## config.mk

```make
export PLATFORM = sky130hd
export DESIGN_NAME = jump_key_debouncer
export DESIGN_NICKNAME = d
export VERILOG_FILES = /design/src/rtl/jump_key_debouncer_pkg.sv /design/src/rtl/sync_2ff.sv /design/src/rtl/jump_key_debouncer.sv
export SDC_FILE = /design/constraint.sdc
export NUM_CORES = 1
export LEC_CHECK = 0
export CORE_MARGIN = 3
export CORE_UTILIZATION = 30
export DETAILED_ROUTE_END_ITERATION = 10
export PLACE_DENSITY_LB_ADDON = 0.2
export SYNTH_ARGS = -nofsm -noshare
export SYNTH_HDL_FRONTEND = slang
export SYNTH_SLANG_ARGS = --single-unit
```

## constraint.sdc

```tcl
create_clock -name proc_clk -period 2.71 [get_ports proc_clk]
set_input_delay 0.813 -clock proc_clk [delete_from_list [all_inputs] [get_ports proc_clk]]
set_output_delay 0.813 -clock proc_clk [all_outputs]
set_load 0.1 [all_outputs]
```

## src/rtl/jump_key_debouncer_pkg.sv

```systemverilog
// rtl/jump_key_debouncer_pkg.sv - shared input-block package: key FSM encodings and debounce defaults
package jump_key_debouncer_pkg;

  localparam int unsigned DEBOUNCE_CYCLES_DEFAULT = 500000;
  localparam int unsigned CNT_W_DEFAULT           = 32;
  localparam int unsigned PRESS_CNT_W             = 8;

  typedef enum logic [1:0] {
    IDLE         = 2'd0,
    PRESS_WAIT   = 2'd1,
    PRESSED      = 2'd2,
    RELEASE_WAIT = 2'd3
  } key_state_e;

  // The button counts as down until the release has itself been debounced.
  function automatic logic key_is_down(input key_state_e state);
    return (state == PRESSED) || (state == RELEASE_WAIT);
  endfunction

endpackage

```

## src/rtl/sync_2ff.sv

```systemverilog
// rtl/sync_2ff.sv - two-flop level synchronizer for asynchronous button inputs
module sync_2ff (
  input  logic clk_i,
  input  logic reset_i,
  input  logic d_i,
  output logic q_o
);

  logic sync1_q;
  logic sync2_q;

  always_ff @(posedge clk_i) begin
    if (reset_i) begin
      sync1_q <= 1'b0;
      sync2_q <= 1'b0;
    end else begin
      sync1_q <= d_i;
      sync2_q <= sync1_q;
    end
  end

  assign q_o = sync2_q;

endmodule

```

## src/rtl/jump_key_debouncer.sv

```systemverilog
// rtl/jump_key_debouncer.sv - debounced jump button with one-deep pending-press flag and press counter
module jump_key_debouncer
  import jump_key_debouncer_pkg::*;
#(
  parameter int unsigned DEBOUNCE_CYCLES = DEBOUNCE_CYCLES_DEFAULT,
  parameter int unsigned CNT_W           = CNT_W_DEFAULT
) (
  input  logic                   proc_clk,
  input  logic                   reset,
  input  logic                   raw_key,
  input  logic                   key_ack,
  output logic                   jump_key,
  output logic                   key_level,
  output logic [PRESS_CNT_W-1:0] press_count
);

  localparam logic [CNT_W-1:0]       CNT_LAST   = CNT_W'(DEBOUNCE_CYCLES - 1);
  localparam logic [CNT_W-1:0]       CNT_ONE    = CNT_W'(1);
  localparam logic [PRESS_CNT_W-1:0] PRESS_ONE  = PRESS_CNT_W'(1);
  localparam logic [PRESS_CNT_W-1:0] PRESS_MAX  = '1;

  logic                   key_sync;
  key_state_e             state_q, state_d;
  logic [CNT_W-1:0]       cnt_q, cnt_d;
  logic                   pending_q, pending_d;
  logic                   level_q, level_d;
  logic [PRESS_CNT_W-1:0] count_q, count_d;
  logic                   accept;

  sync_2ff u_sync (
    .clk_i   (proc_clk),
    .reset_i (reset),
    .d_i     (raw_key),
    .q_o     (key_sync)
  );

  always_ff @(posedge proc_clk) begin
    if (reset) begin
      state_q   <= IDLE;
      cnt_q     <= '0;
      pending_q <= 1'b0;
      level_q   <= 1'b0;
      count_q   <= '0;
    end else begin
      state_q   <= state_d;
      cnt_q     <= cnt_d;
      pending_q <= pending_d;
      level_q   <= level_d;
      count_q   <= count_d;
    end
  end

  always_comb begin
    state_d = state_q;
    cnt_d   = cnt_q;
    accept  = 1'b0;
    case (state_q)
      IDLE: begin
        if (key_sync) begin
          state_d = PRESS_WAIT;
          cnt_d   = '0;
        end
      end
      PRESS_WAIT: begin
        if (!key_sync) begin
          state_d = IDLE;
        end else if (cnt_q == CNT_LAST) begin
          state_d = PRESSED;
          accept  = 1'b1;
        end else begin
          cnt_d = cnt_q + CNT_ONE;
        end
      end
      PRESSED: begin
        if (!key_sync) begin
          state_d = RELEASE_WAIT;
          cnt_d   = '0;
        end
      end
      RELEASE_WAIT: begin
        if (key_sync) begin
          state_d = PRESSED;
        end else if (cnt_q == CNT_LAST) begin
          state_d = IDLE;
        end else begin
          cnt_d = cnt_q + CNT_ONE;
        end
      end
      default: begin
        state_d = IDLE;
        cnt_d   = '0;
      end
    endcase
  end

  // A new press outranks a same-cycle acknowledge so it is never lost.
  always_comb begin
    pending_d = pending_q;
    if (accept) begin
      pending_d = 1'b1;
    end else if (key_ack) begin
      pending_d = 1'b0;
    end
  end

  always_comb begin
    count_d = count_q;
    if (accept && (count_q != PRESS_MAX)) begin
      count_d = count_q + PRESS_ONE;
    end
  end

  assign level_d     = key_is_down(state_d);
  assign jump_key    = pending_q;
  assign key_level   = level_q;
  assign press_count = count_q;

endmodule

```

==> impl_metrics.ini <==
[clock_network]
cts_tree = done
cts.htree.levels = 2
cts_sinks = 46
cts_resized = 0
root_buffer = clkbuf_8
clockBufferDepth = 2
insertion_delay_ns = 0.29
cts_hold_buf = 0
post_cts_buffers = 0
cts_made_buffers = 5
clkTransAtPathRegs_ns = 0.09

[run_status]
status = finished clean

[yosys]
synth.distinct_cells = 44
ys_warn_count = 0
synth_top_cell_by_area = dfxtp_1
syn_nets = 276
synth-simple-area-share_pct = 34.5
yosys-mux-area-fraction_pct = 0
synth_top_family_by_area = simple AND/OR/NAND/NOR gates
synthTopCellsByCount = 46 x dfxtp_1, 21 x a21oi_1, 19 x nor2_1
async_flop_share_pct = 0
synth.most_common_cell = dfxtp_1
ys_ff_latch = 46
synth_compound_area_share_pct = 14.8
yosysSeqAreaShare_pct = 40.1
synth-edff-count = 0
netlist_instances = 270
synth_top_area_share_pct = 40.1
synth_area_leaders = dfxtp_1 40%, a21oi_1 4.6%, nand4_1 3.8%
synthAdderAreaFrac_pct = 1.09
synth_area_per_cell_um2 = 8.51
yosys.area_share.xor_xnor_pct = 6.10
syn_area_um2 = 2300
ys.flop_type = dfxtp_1

[power_and_ir_drop]
net-switching-power_uw = 259
powerDensity_nw_per_um2 = 439
power_frac_seq_pct = 58.7
intPower_uw = 897
vdd_drop_max_mv = 0.220
clockPowerShare_pct = 37.9
p_sw_share_pct = 22.4
p_leak_uw = 0.000852
power_uw = 1160
combinationalPowerShare_pct = 3.4

[placed_design]
dpl.hpwl_um = 3810
io_buffers = 13
gp_congestion = 0.771

[critical_path]
cpLargestDelayFamily = simple AND/OR/NAND/NOR gates
r2r-end = press_count[5]$_SDFFE_PP0P_
start_kind = register
crit_cells = 6
critical_path.endpoint_type = register
crit_end = press_count[5]$_SDFFE_PP0P_
reg2reg_from = cnt_q[0]$_SDFFE_PP0P_
path_buf_inv = 0
critical_path_required_ns = 2.94
critPathLaunch = cnt_q[0]$_SDFFE_PP0P_
path_max_fanout = 5
crit_type = reg2reg
cp_slowest_cell = or4_4
critical_path.max_stage_delay_ns = 0.58
worstPathArrival_ns = 2.44
r2r_cells = 6
rrSetupSlack_ns = 0.51
crit_chain = ha_1 -> and4_1 -> nand4_1 -> or4_4 -> or3_1 -> a21oi_1

[detailed_routing]
totalWireLength_um = 5220
num_vias = 1981
dr.first_iter.drc_count = 72
ant_nets = 0
drt-pass1-iter-count = 4
drc = 0
avgRoutedWirePerCell_um = 13.5
viasPerCell = 5.13

[sta]
final_hold_viol_count = 0
max_freq_ghz = 0.454
finClkSkew_ns = 0.00887
holdWs_ns = 0.446
slew_headroom_pct = 64.8
maxSlewViolCount = 0
fin_setup_tns_ns = 0
finalCritPeriodShare_pct = 81.3
setup_violations = 0
worst_pin_slew_ns = 0.527
rsz0062_at_grt = false
min_period_ns = 2.20

[run]
maxCapViolCount = 0

[grt]
grt_pass1_wl_um = 8980
grt_max_degree = 18
antenna_found_initial = 0
grt_use_total_pct = 12.8
grt_pass1_vias = 1873
grt_overflow = 0

[cells_and_area]
area_growth_pct = 14.8
nets = 292
drive_above_1_share_pct = 13.9
n_antenna_cell = 0

[floorplanning]
die_w_um = 93.5
dieArea_um2 = 8740
die_y_um = 93.5
pin_count = 14
initial_core_util_pct = 31.3
std_cell_rows = 31
coreArea_um2 = 7330

[hold_path]
holdCritPathClass = reg2reg
## metal layers
layer / vias to the layer above / track usage [%] / wire length (µm)
li1: 1025 / - / -
met1: 931 / 18.2 / 2770
met2: 20 / 19.4 / 2260
met3: 5 / 2.65 / 124
met4: 0 / 3.66 / 60
met5: - / 0 / 0
## cell type report
| type | instances | area [µm²] |
|---|---|---|
| Fill cell | 763 | 4690 |
| Multi-Input combinational cell | 204 | 1300 |
| Sequential cell | 46 | 921 |
| Timing Repair Buffer | 22 | 173 |
| Tap cell | 99 | 124 |
| Clock buffer | 6 | 82.6 |
| Inverter | 7 | 26.3 |
| Clock inverter | 2 | 12.5 |
## state kept, by name, indices dropped and copies added, names as in the netlist
| name | flops |
|---|---|
| cnt_q | 32 |
| jump_key | 1 |
| key_level | 1 |
| press_count | 8 |
| state_q | 2 |
| u_sync.q_o | 1 |
| u_sync.sync1_q | 1 |
## cells in the final DEF, fill, tap and decap left out, types with 2 or more instances in the layout
master / count
a21o_1: 4
a21oi_1: 21
a31o_2: 4
and2_1: 9
and3_1: 6
and4_1: 8
buf_4: 19
clkbuf_8: 6
clkdlybuf4s50_1: 3
dfxtp_1: 46
ha_1: 2
inv_1: 6
nand2_1: 15
nand2b_1: 2
nand3_1: 16
nand4_1: 14
nor2_1: 19
nor2b_1: 3
nor3_1: 4
nor3b_1: 2
nor4_1: 6
nor4_2: 3
o21ai_0: 16
o21ai_1: 2
o311ai_0: 2
o31ai_1: 2
or3_1: 14
xnor2_1: 6
xor2_1: 10
## metrics by stage
stage	worst slack [ns]	cells	instance area [µm²]	util (%)
floorplan	0.395	270	2300	-
global placement	0.480	378	2540	34.7
detailed placement	0.482	378	2540	34.7
CTS	0.488	386	2640	36.0
global route	0.357	386	2640	36.0
finish	0.506	386	2640	36.0
## power groups by stage
| stage | logic (µW) | clock network, µW | registers, µW |
|---|---|---|---|
| after floorplan | 23.4 | 0 | 694 |
| after global placement | 40.3 | 0 | 695 |
| after detailed placement | 40.1 | 0 | 695 |
| after CTS | 40.3 | 460 | 679 |
| after global routing | 44.2 | 480 | 679 |
| final | 39.7 | 438 | 679 |
## worst min path at each step
stage,start,slack [ns],end,depth (start not counted)
2_1_floorplan,u_sync.sync1_q$_SDFF_PP0_,0.41,u_sync.q_o$_SDFF_PP0_,1
3_3_place_gp,u_sync.sync1_q$_SDFF_PP0_,0.42,u_sync.q_o$_SDFF_PP0_,1
3_5_place_dp,u_sync.sync1_q$_SDFF_PP0_,0.44,u_sync.q_o$_SDFF_PP0_,1
4_1_cts,u_sync.sync1_q$_SDFF_PP0_,0.46,u_sync.q_o$_SDFF_PP0_,1
5_1_grt,u_sync.sync1_q$_SDFF_PP0_,0.46,u_sync.q_o$_SDFF_PP0_,1
6_report,u_sync.sync1_q$_SDFF_PP0_,0.45,u_sync.q_o$_SDFF_PP0_,1
## logic make-up after synthesis
group / count (synthesis)
compound gates: 57
xor+xnor: 16
fa+ha+maj: 2
buf+inv: 20
flops: 46
simple gates: 129
Note: power is estimated with default switching activity, not from simulation.
